## config.mk

```make
export PLATFORM = sky130hd
export DESIGN_NAME = serv_decode_q_flat
export DESIGN_NICKNAME = d
export VERILOG_FILES = /design/src/rtl/serv_decode_q_if.sv /design/src/rtl/serv_decode_q.sv /design/src/flat_wrapper.sv
export SDC_FILE = /design/constraint.sdc
export NUM_CORES = 1
export LEC_CHECK = 0
export BUFFER_PORTS_ARGS = -buffer_cell sky130_fd_sc_hd__buf_4
export CORE_AREA = 5 5 51 58
export CTS_CLUSTER_DIAMETER = 100
export CTS_CLUSTER_SIZE = 30
export DETAILED_ROUTE_END_ITERATION = 16
export DIE_AREA = 0 0 56 63
export PLACE_DENSITY_LB_ADDON = 0.2
export SLEW_MARGIN = 20
export SYNTH_ARGS = -nofsm -noshare
export SYNTH_HDL_FRONTEND = slang
export SYNTH_SLANG_ARGS = --single-unit
export TNS_END_PERCENT = 10
```

## constraint.sdc

```tcl
create_clock -name clk -period 3.62 [get_ports clk]
set_input_delay 0.181 -clock clk [delete_from_list [all_inputs] [get_ports clk]]
set_output_delay 0.181 -clock clk [all_outputs]
set_load 0.02 [all_outputs]
```

## src/rtl/serv_decode_q_if.sv

```systemverilog
// Fetch/execute handshake bundle for serv_decode_q: instruction word and push
// request in from the ibus, valid/next handshake toward serv_state.
interface serv_decode_q_if;
    logic [31:2] i_wb_rdt;
    logic        i_wb_en;
    logic        o_ready;
    logic        o_valid;
    logic        i_next;

    modport master (
        output i_wb_rdt,
        output i_wb_en,
        output i_next,
        input  o_ready,
        input  o_valid
    );

    modport slave (
        input  i_wb_rdt,
        input  i_wb_en,
        input  i_next,
        output o_ready,
        output o_valid
    );
endinterface

```

## src/rtl/serv_decode_q.sv

```systemverilog
// Queued SERV instruction decoder: a DEPTH-entry FIFO of raw decode fields with
// combinational decode of the head entry. Define SERV_DECODE_BYPASS_EN to let an
// empty queue present the incoming word in the same cycle.
module serv_decode_q #(
    parameter  int DEPTH = 2,
    localparam int AW    = $clog2(DEPTH)
) (
    input  logic            clk,
    input  logic            i_rst_n,
    serv_decode_q_if.slave  bus,
    output logic [AW:0]     o_level,
    output logic            o_ovf,
    output logic [4:0]      o_opcode,
    output logic [2:0]      o_funct3,
    output logic            o_mem_op,
    output logic            o_shift_op,
    output logic            o_slt_op,
    output logic            o_branch_op,
    output logic            o_rd_op,
    output logic            o_alu_sub,
    output logic            o_csr_op,
    output logic            o_mem_cmd,
    output logic            o_op_b_source
);

    localparam int            EW       = 13;
    localparam logic [AW:0]   FULL_LVL = (AW+1)'(DEPTH);
    localparam logic [AW-1:0] PTR_ONE  = 1;
    localparam logic [AW:0]   CNT_ONE  = 1;

    logic [EW-1:0] mem_q [DEPTH];
    logic [AW-1:0] rptr_q, rptr_d;
    logic [AW-1:0] wptr_q, wptr_d;
    logic [AW:0]   cnt_q, cnt_d;
    logic          ovf_q, ovf_d;

    logic [EW-1:0] wb_entry;
    logic [EW-1:0] head;
    logic          full, empty;
    logic          push, pop, ovf_set;
    logic          byp_take;
    logic          unused_bits;

    // Entry layout: {opcode[6:2], funct3, bit30, bit26, bit22, bit21, bit20}
    assign wb_entry = {bus.i_wb_rdt[6:2], bus.i_wb_rdt[14:12], bus.i_wb_rdt[30],
                       bus.i_wb_rdt[26], bus.i_wb_rdt[22], bus.i_wb_rdt[21],
                       bus.i_wb_rdt[20]};

    assign full  = (cnt_q == FULL_LVL);
    assign empty = (cnt_q == '0);

`ifdef SERV_DECODE_BYPASS_EN
    logic bypass;
    assign bypass      = empty & bus.i_wb_en;
    assign byp_take    = bypass & bus.i_next;
    assign head        = bypass ? wb_entry : mem_q[rptr_q];
    assign bus.o_valid = !empty | bypass;
`else
    assign byp_take    = 1'b0;
    assign head        = mem_q[rptr_q];
    assign bus.o_valid = !empty;
`endif

    // A bypassed word consumed in its arrival cycle never touches the queue.
    assign pop     = bus.i_next & !empty;
    assign push    = bus.i_wb_en & (!full | pop) & !byp_take;
    assign ovf_set = bus.i_wb_en & full & !pop;

    always_comb begin
        rptr_d = rptr_q;
        wptr_d = wptr_q;
        cnt_d  = cnt_q;
        ovf_d  = ovf_q | ovf_set;
        if (push)
            wptr_d = wptr_q + PTR_ONE;
        if (pop)
            rptr_d = rptr_q + PTR_ONE;
        case ({push, pop})
            2'b10:   cnt_d = cnt_q + CNT_ONE;
            2'b01:   cnt_d = cnt_q - CNT_ONE;
            default: cnt_d = cnt_q;
        endcase
    end

    always_ff @(posedge clk or negedge i_rst_n) begin
        if (!i_rst_n) begin
            rptr_q <= '0;
            wptr_q <= '0;
            cnt_q  <= '0;
            ovf_q  <= 1'b0;
        end else begin
            rptr_q <= rptr_d;
            wptr_q <= wptr_d;
            cnt_q  <= cnt_d;
            ovf_q  <= ovf_d;
        end
    end

    // Storage is intentionally not reset; contents are qualified by the count.
    always_ff @(posedge clk) begin
        if (push)
            mem_q[wptr_q] <= wb_entry;
    end

    assign bus.o_ready = !full;
    assign o_level     = cnt_q;
    assign o_ovf       = ovf_q;

    logic [4:0] op;
    logic [2:0] f;
    logic       i30;

    assign op  = head[12:8];
    assign f   = head[7:5];
    assign i30 = head[4];

    assign o_opcode      = op;
    assign o_funct3      = f;
    assign o_mem_op      = !op[4] & !op[2] & !op[0];
    assign o_shift_op    = !op[4] & op[2] & !op[0] & (f[1:0] == 2'b01);
    assign o_slt_op      = !op[4] & op[2] & !op[0] & (f[2:1] == 2'b01);
    assign o_branch_op   = op[4] & !op[2];
    assign o_rd_op       = op[2] | (op[4] & op[0]) | (!op[3] & !op[0]);
    assign o_alu_sub     = (!f[2] & (f[0] | (op[3] & i30))) | f[1] | op[4];
    assign o_csr_op      = op[4] & op[2] & (f != 3'b000);
    assign o_mem_cmd     = op[3];
    assign o_op_b_source = op[3];

    // Fields carried for downstream decode growth but not used by these controls.
    assign unused_bits = ^{head[3:0], bus.i_wb_rdt[31], bus.i_wb_rdt[29:27],
                           bus.i_wb_rdt[25:23], bus.i_wb_rdt[19:15],
                           bus.i_wb_rdt[11:7]};

endmodule

```

## src/flat_wrapper.sv

```systemverilog
// flat-port wrapper written by rule: the top's interface ports become plain ports
module serv_decode_q_flat 
#(
    parameter  int DEPTH = 2,
    localparam int AW    = $clog2(DEPTH)
)
  (clk, i_rst_n, o_level, o_ovf, o_opcode, o_funct3, o_mem_op, o_shift_op, o_slt_op, o_branch_op, o_rd_op, o_alu_sub, o_csr_op, o_mem_cmd, o_op_b_source, bus_i_wb_rdt, bus_i_wb_en, bus_i_next, bus_o_ready, bus_o_valid);
  serv_decode_q_if bus_i ();
  input  logic clk;
  input  logic i_rst_n;
  output logic [AW:0] o_level;
  output logic o_ovf;
  output logic [4:0] o_opcode;
  output logic [2:0] o_funct3;
  output logic o_mem_op;
  output logic o_shift_op;
  output logic o_slt_op;
  output logic o_branch_op;
  output logic o_rd_op;
  output logic o_alu_sub;
  output logic o_csr_op;
  output logic o_mem_cmd;
  output logic o_op_b_source;
  input wire logic [$bits(bus_i.i_wb_rdt)-1:0] bus_i_wb_rdt;
  input wire logic [$bits(bus_i.i_wb_en)-1:0] bus_i_wb_en;
  input wire logic [$bits(bus_i.i_next)-1:0] bus_i_next;
  output wire logic [$bits(bus_i.o_ready)-1:0] bus_o_ready;
  output wire logic [$bits(bus_i.o_valid)-1:0] bus_o_valid;
  assign bus_i.i_wb_rdt = bus_i_wb_rdt;
  assign bus_i.i_wb_en = bus_i_wb_en;
  assign bus_i.i_next = bus_i_next;
  assign bus_o_ready = bus_i.o_ready;
  assign bus_o_valid = bus_i.o_valid;
  serv_decode_q #(.DEPTH(DEPTH)) u_core (.clk(clk), .i_rst_n(i_rst_n), .bus(bus_i), .o_level(o_level), .o_ovf(o_ovf), .o_opcode(o_opcode), .o_funct3(o_funct3), .o_mem_op(o_mem_op), .o_shift_op(o_shift_op), .o_slt_op(o_slt_op), .o_branch_op(o_branch_op), .o_rd_op(o_rd_op), .o_alu_sub(o_alu_sub), .o_csr_op(o_csr_op), .o_mem_cmd(o_mem_cmd), .o_op_b_source(o_op_b_source));
endmodule
```

# Word-level counts from Yosys, hierarchy flattened

Memories as Yosys holds them, arrays and structs flattened.
Index checks and enable logic that the tools add are counted.
Widths: inputs -> output; s select.

Memories: 1
Register bits after elaboration: 5
Output and inout port bits: 22
Input bits: 34
RAM bits: 26
Word-level logic and storage cells: 52

Memories:

| memory       | depth | width | read ports | clocked after Yosys merged registers in | wr ports | line                | text |
|---|---|---|---|---|---|---|---|
| u_core.mem_q | 2     | 13    | 1          | 0                                       | 1        | serv_decode_q.sv:31 | `logic [EW-1:0] mem_q [DEPTH];` |

Multiplexer cells: 3
Eq/ne operators: 5
Bitwise gates (word level): 24
$add $sub $neg: 4
Reductions and logical operators: 11

Operator list:

| kind                | number |
|---|---|
| $and 1x1->1         | 17 |
| $logic_not 1->1     | 8 |
| $or 1x1->1          | 7 |
| $eq 2x1->1 const B  | 3 |
| $eq 2x2->1 const B  | 2 |
| $pmux 2 s2          | 1 |
| $reduce_bool 3->1   | 1 |
| $add 1x1->1 const B | 2 |
| $add 2x1->2 const B | 1 |
| $logic_not 2->1     | 1 |
| $mux 1              | 2 |
| $reduce_bool 2->1   | 1 |
| $sub 2x1->2 const B | 1 |

# Logic depth before layout (Yosys ltp)

Gate-level depths: netlist of the first run.

Word-level depth: 7
Gate-level depth with buffers: 4
Mapped depth without buffers: 3

# Worst setup path after synthesis of the first run

Ideal clock, no wire load.

Path kind: register -> register
Start point: register u_core.cnt_q[0] (netlist: u_core.o_level[0])
End point: memory u_core.mem_q[1][10], enable pin
Arrival time: 1.366 ns
Stages on the path, launching flop included: 4
Setup slack: 1.880 ns
Data required time: 3.246 ns
Setup time: 0.374 ns
Cells stage by stage: dfrtp_1 > nand2b_1 > o21ai_1 > nor2_1

RTL lines:

| element                      | line                 | text |
|---|---|---|
| from (decl)                  | serv_decode_q.sv:34  | `logic [AW:0] cnt_q, cnt_d;` |
| from (signal assigned)       | serv_decode_q.sv:94  | `cnt_q <= cnt_d;` |
| $eq 2x2->1                   | serv_decode_q.sv:49  | `assign full = (cnt_q == FULL_LVL);` |
| $logic_not 1->1              | -                    |  |
| via bus_o_ready              | flat_wrapper.sv:27   | `output wire logic [$bits(bus_i.o_ready)-1:0] bus_o_ready;` |
| $or 1x1->1                   | serv_decode_q.sv:66  | `assign push = bus.i_wb_en & (!full \| pop) & !byp_take;` |
| $and 1x1->1                  | serv_decode_q.sv:66  |  |
| $mux 1                       | serv_decode_q.sv:101 | `if (push)` |
| $mux 1 (implied by the code) | serv_decode_q.sv:102 | `mem_q[wptr_q] <= wb_entry;` |
| to (decl)                    | serv_decode_q.sv:31  |  |

The timed path passes the listed nets, and every way through them passes these cells.

# Worst setup path in the final report of the first run

Start point: register u_core.rptr_q
End point: output port o_csr_op

Longest elaborated chain between the ends: 3

Ends and longest elaborated chain:

| element                                                 | line                 | text |
|---|---|---|
| from (decl)                                             | serv_decode_q.sv:32  | `logic [AW-1:0] rptr_q, rptr_d;` |
| from (signal assigned)                                  | serv_decode_q.sv:92  | `rptr_q <= rptr_d;` |
| $mem_v2 2x13 (*)                                        | -                    |  |
| $reduce_bool 3->1 / $and 1x1->1 (equally long branches) | serv_decode_q.sv:125 | `assign o_csr_op = op[4] & op[2] & (f != 3'b000);` |
| $and 1x1->1 (*)                                         | serv_decode_q.sv:125 |  |
| to (decl)                                               | flat_wrapper.sv:21   | `output logic o_csr_op;` |

Mark *: on every way between the ends. The rest lies on a longest branch, timed or not.

==> qor.csv, run 1 <==
metric;value;unit
Max Slew Vio Count;0;
wire per inst;13.2;µm
IO Port Bufs;34;
number of synthesized flops with an enable pin;18;
GRT Util Overall;11.1;%
Vias/cell;4.81;
final non-filler cell total;139;
CORE AREA;0.00235;mm²
CTS tree;done;
clk_lat worst skew;0.30;ns
Leak;0.549;nW
Worst IR Drop VDD;0.493;mV
Comb pwr share;48.9;%
Max clock buf depth;2;
placed insts;134;
reg2reg setup slack;1.91;ns
H-tree Lvls;1;
Initial Util;43.4;%
max cap viols;0;
setup_tns;0;ns
Yosys top cell by area;edfxtp_1;
Residual DRC;0;
WP data required;3.44;ns
antenna cells;0;
largest net degree at the start of global routing;14;
Die Ht;63;µm
Fin. Hold Viols;0;
Clk pwr share;10.4;%
fin nets;143;
min-delay src;bus_i_wb_rdt[0];
initial antenna violation count;0;
fraction of layout instances using a drive strength above 1;44.4;%
Synthesis Warnings;0;
Final period util;60.2;%
Synth cell types;27;
sequential element share of the synthesized area;65.1;%
hold crit path type;input port to register;
most common cell in the synthesized netlist;edfxtp_1;
Pwr Density;804;mW/mm²
sequential power share;40.7;%
Yosys reg bits;23;
Min-Delay Endpoint;u_core.mem_q[1][8];
synth cell count leaders;18 x edfxtp_1, 6 x nor2_1, 5 x dfrtp_1, 5 x inv_1;
worst-case reg-to-reg path depth;3;
Setup Skew;0.00863;ns
internal power;0.000646;W
Post-CTS Resized;0;
# hold bufs at CTS;1;
Clock transition at path regs;0.12;ns
Die ar.;0.00353;mm²
GPL Wtd Cong;0.752;
ANT nets after route;0;
clk sinks;23;
Routed WL;1840;µm
TritonCTS buffer count;3;
fin util;56.4;%
WS Path Type;register to primary output;
top cells by area, synth;edfxtp_1 53%, dfrtp_1 12%, mux2_2 4.4%, mux2i_1 3.9%, mux2i_4 2.2%;
Power, Total;0.00107;W
Mapped Area;0.00102;mm²
CP Capture Type;primary output;
# setup viols final;0;
Synth Flop Type;edfxtp_1;
RSZ-0062 raised after global routing;no;
Die Width;56;µm
outcome;finished clean;
CP Max Fanout;13;
Detailed Place HPWL;1450;µm
crit start category;register;
Layout area overhead;29.9;%
share of the synthesized area in the top cell type;52.9;%
relative slew slack;49.5;%
IO Count;56;
Setup Fix Bufs, Post-CTS;0;
switching power;0.000421;W
Hold Crit Depth;1;
vias in the first global route;708;
Post-Synthesis Cells;72;
global-route wire length before repair;3070;µm
root buffer cell;clkbuf_4;
min cycle time layout;2.18;ns
vias post-DR;668;
Switching Fraction;39.5;%
share of flip-flops with an asynchronous set or reset;21.7;%
hold slack final;0.0550;ns
DRT Pass-1 Iters;3;
Worst EP arrival;2.00;ns
Mean Syn Cell Area;14.2;µm²
DR iter-0 viols;1;
worst slew pin tran;0.754;ns
GR Overflow Total;0;
site row count;19;
reg2reg end;u_core.mem_q[0][5];
r2r startpoint;u_core.o_level[0];
Filler cells;208;
Synth Net Count;106;
Max Fclk;0.459;GHz
==> power by group through the flow <==
stage	Combinational, W	Clock, W	Sequential [W]
after global placement	0.000522	0	0.000436
after detailed placement	0.000528	0	0.000441
after CTS	0.000530	0.000116	0.000435
final	0.000522	0.000111	0.000434
after floorplan	0.000351	0	0.000426
after global routing	0.000561	0.000128	0.000446
==> metal layers <==
| layer | routed length, µm | global-route usage, % | vias up | part of all wire [%] |
|---|---|---|---|---|
| li1 | - | - | 335 | - |
| met1 | 703 | 11.6 | 305 | 38 |
| met2 | 949 | 19.2 | 26 | 52 |
| met3 | 170 | 3.93 | 2 | 9.2 |
| met4 | 16 | 6.23 | 0 | 0.87 |
| met5 | 0 | 0 | - | 0 |
==> flip-flops by register name, indices dropped and copies added (netlist names) <==
signal,flops
u_core.wptr_q,1
u_core.rptr_q,1
u_core.o_level,2
u_core.mem_q,18
u_core.o_ovf,1
==> cell type report <==
type / count / area [µm²] / area share, %
Clock inverter: 1 / 5.00 / 0.377
Timing Repair Buffer: 35 / 265 / 20.0
Clock buffer: 3 / 22.5 / 1.70
Multi-Input combinational cell: 40 / 308 / 23.2
Sequential cell: 23 / 666 / 50.1
Tap cell: 31 / 38.8 / 2.92
Inverter: 6 / 22.5 / 1.70
==> critical path, stage by stage, from the launching register on <==
cell and delay [ns]:
dfrtp_1 0.75, mux2_2 0.44, o311a_1 0.34, buf_4 0.16
==> per-stage QoR <==
step | instance area [µm²] | setup slack [ns]
global placement | 1290 | 1.78
floorplan | 1020 | 1.88
finish | 1330 | 1.44
CTS | 1330 | 1.42
global route | 1330 | 1.32
detailed placement | 1290 | 1.78
==> cells in the final DEF (no fill, tap or decap) <==
cell,count
dfrtp_1,5
o311ai_1,1
nor2b_1,1
dlygate4sd3_1,1
xnor2_1,2
nand2b_1,2
nor3_1,3
buf_4,34
clkinv_2,1
o221a_2,1
mux2_2,4
inv_1,5
o21ai_0,1
mux2_4,1
nor2_1,6
o21ai_1,2
or2_2,1
nand2_1,3
mux2i_1,4
inv_2,1
edfxtp_1,18
nand3b_1,1
o21bai_1,1
o311a_1,1
nor3b_2,1
clkbuf_4,3
a211oi_1,2
or2_1,1
mux2i_4,1
==> logic make-up (layout without fill, tap and decap cells) <==
logic type | count (synthesis) | in the layout | share of synthesized area (%)
flops | 23 | 23 | 65.1
mux | 10 | 10 | 12.0
xor+xnor | 2 | 2 | 1.71
buf+inv | 9 | 45 | 4.77
simple gates | 19 | 19 | 9.79
compound gates | 9 | 9 | 6.61
==> how the worst max path moves through the flow <==
stage	startpoint	end	slack, ns	cells past startpoint
5_1_grt	u_core.rptr_q	o_alu_sub	1.32	3
3_3_place_gp	u_core.rptr_q	o_csr_op	1.78	3
6_report	u_core.rptr_q	o_csr_op	1.44	3
2_1_floorplan	u_core.o_level[0]	u_core.mem_q[1][10]	1.88	3
3_5_place_dp	u_core.rptr_q	o_csr_op	1.78	3
4_1_cts	u_core.rptr_q	o_csr_op	1.42	3
Power figures use the tool's default switching activity.
==> run 2: changes to the inputs <==
--- a/config.mk
+++ b/config.mk
@@ -6,11 +6,11 @@
 export NUM_CORES = 1
 export LEC_CHECK = 0
 export BUFFER_PORTS_ARGS = -buffer_cell sky130_fd_sc_hd__buf_4
-export CORE_AREA = 5 5 51 58
+export CORE_AREA = 5 5 53 60
 export CTS_CLUSTER_DIAMETER = 100
 export CTS_CLUSTER_SIZE = 30
 export DETAILED_ROUTE_END_ITERATION = 16
-export DIE_AREA = 0 0 56 63
+export DIE_AREA = 0 0 58 65
 export PLACE_DENSITY_LB_ADDON = 0.2
 export SLEW_MARGIN = 20
 export SYNTH_ARGS = -nofsm -noshare
==> constraint.sdc (replaced) <==
create_clock -name clk -period 2.23 [get_ports clk]
set_input_delay 0.1115 -clock clk [delete_from_list [all_inputs] [get_ports clk]]
set_output_delay 0.1115 -clock clk [all_outputs]
set_load 0.02 [all_outputs]
==> qor.csv, run 2 (same netlist as run 1, synthesis figures left out) <==
metric;value;unit;change
RSZ-0062 raised after global routing;no;;
Die ar.;0.00377;mm²;+6.9%
min-delay src;bus_i_next;;
relative slew slack;46.4;%;-3.2 points
ANT nets after route;0;;unchanged
H-tree Lvls;1;;unchanged
CP top delay family;flip-flops;;
IO Count;56;;unchanged
slowest stage delay, CP;0.59;ns;-0.16 ns
Min-Delay Endpoint;u_core.rptr_q;;
fin nets;152;;+6.3%
vias in the first global route;780;;+10%
DRT Pass-1 Iters;2;;-1
Setup Fix Bufs, Post-CTS;0;;unchanged
Pwr Density;1230;mW/mm²;+54%
worst slew pin tran;0.801;ns;+0.0473 ns
outcome;finished clean;;
Die Ht;65;µm;+3.2%
Fin. Hold Viols;0;;unchanged
site row count;20;;+1
Filler cells;228;;+9.6%
Setup Skew;0.000978;ns;-0.00765 ns
Worst EP arrival;1.82;ns;-0.18 ns
GPL Wtd Cong;0.780;;+3.8%
Routed WL;1930;µm;+4.9%
Worst Path Buf+Inv;1;;unchanged
Initial Util;39.3;%;-4.2 points
fin worst setup slack;0.296;ns;-1.15 ns
CTS tree;done;;
crit start category;register;;
fraction of layout instances using a drive strength above 1;41.0;%;-3.4 points
global-route wire length before repair;3310;µm;+7.9%
antenna cells;0;;unchanged
Max Slew Vio Count;0;;unchanged
Layout area overhead;38.9;%;
GR Overflow Total;0;;unchanged
WS Path Type;register to primary output;;
Hold Crit Depth;3;;+2
largest net degree at the start of global routing;14;;unchanged
most frequent cells in the layout;34 x buf_4, 18 x edfxtp_1, 10 x dlygate4sd3_1;;
crit-path cells;mux2_2, o311ai_1, buf_4;;
Residual DRC;0;;unchanged
# setup viols final;0;;unchanged
DR iter-0 viols;17;;+16
hold crit path type;input port to register;;
commonest non-fill, non-tap cell in the layout;buf_4;;
Worst IR Drop VDD;0.784;mV;+59%
clk sinks;23;;unchanged
min cycle time layout;1.93;ns;
CP Max Fanout;13;;unchanged
CORE AREA;0.00260;mm²;+11%
fin util;54.6;%;-1.8 points
Setup WS pre-CTS;0.436;ns;-1.35 ns
WP data required;2.12;ns;-1.32 ns
Die Width;58;µm;+3.6%
TritonCTS buffer count;3;;unchanged
max cap viols;0;;unchanged
Vias/cell;4.74;;-1.4%
r2r startpoint;u_core.o_level[0];;
wire per inst;12.9;µm;-2.7%
initial antenna violation count;0;;unchanged
Largest register FFs;18;;unchanged
slowest CP cell;dfrtp_2;;
IO Port Bufs;34;;unchanged
Max clock buf depth;2;;unchanged
setup_tns;0;ns;unchanged
Clock transition at path regs;0.12;ns;about the same
root buffer cell;clkbuf_4;;
Largest Register;u_core.mem_q;;
reg2reg end;u_core.mem_q[1][12];;
CP Capture Type;primary output;;
GRT Util Overall;11.6;%;+0.48 points
Final period util;86.7;%;
clk_lat worst skew;0.30;ns;about the same
worst-case reg-to-reg path depth;3;;unchanged
Leak;0.583;nW;+6.2%
Detailed Place HPWL;1450;µm;about the same
Max Fclk;0.517;GHz;
vias post-DR;711;;+6.4%
reg2reg setup slack;0.49;ns;-1.42 ns
-- run 2: cell count changes in the layout (fill, tap and decap cells not counted), sizes merged --
cell and change:
clkbuf +1, clkinv -1, dlygate4sd3 +9
-- run 2: worst min-delay path, delay by kind of cell --
kind	cells	cell delay [ns]
buf+inv	1	0.12
simple gates	1	0.06
xor+xnor	1	0.06
-- run 2: per-stage QoR --
| step | hold slack (ns) | instance area [µm²] | std cells | power [W] |
|---|---|---|---|---|
| global route | 0.0747 | 1420 | 150 | 0.00186 |
| detailed placement | -0.0819 | 1290 | 136 | 0.00157 |
| floorplan | -0.184 | 1020 | 72 | 0.00126 |
| CTS | 0.0612 | 1420 | 150 | 0.00177 |
| global placement | -0.0794 | 1290 | 136 | 0.00156 |
| finish | 0.0664 | 1420 | 150 | 0.00175 |
-- run 2: layout make-up --
cell class | instances | area [µm²] | area share [%]
timing repair buffer | 44 | 355 | 25.0
sequential | 23 | 667 | 47.0
clock buffer | 4 | 26.3 | 1.85
tap | 33 | 41.3 | 2.91
inverter | 6 | 22.5 | 1.59
multi-input combinational | 40 | 308 | 21.7
-- run 2: worst max-delay path by stage --
stage / start / to / slack, ns / cells past startpoint
final: u_core.rptr_q / o_alu_sub / 0.30 / 3
after global routing: u_core.rptr_q / o_alu_sub / 0.18 / 3
after CTS: u_core.rptr_q / o_alu_sub / 0.08 / 3
after detailed placement: u_core.rptr_q / o_alu_sub / 0.44 / 3
after global placement: u_core.rptr_q / o_alu_sub / 0.46 / 3
after floorplan: u_core.o_level[0] / u_core.mem_q[1][10] / 0.49 / 3
-- run 2: layer usage --
layer  part of all wire, %  wire length (µm)  track usage (%)
met5                     0                 0                0
met4                   1.7                33             6.96
met3                   8.6               166             1.99
met2                    48               919             19.8
met1                    42               810             13.3
-- run 2: repair_timing --
action	4_1_cts	5_1_grt
endpoints found under the setup margin	0	2
hold endpoints to repair	23	0
hold buffers	10	0
gates resized for setup	0	1
-- run 2: report_power, final --
part	total, W	switching (W)	internal [W]
logic	0.000862	0.000457	0.000405
clock network	0.000187	0.000118	0.0000697
registers	0.000705	0.000116	0.000589
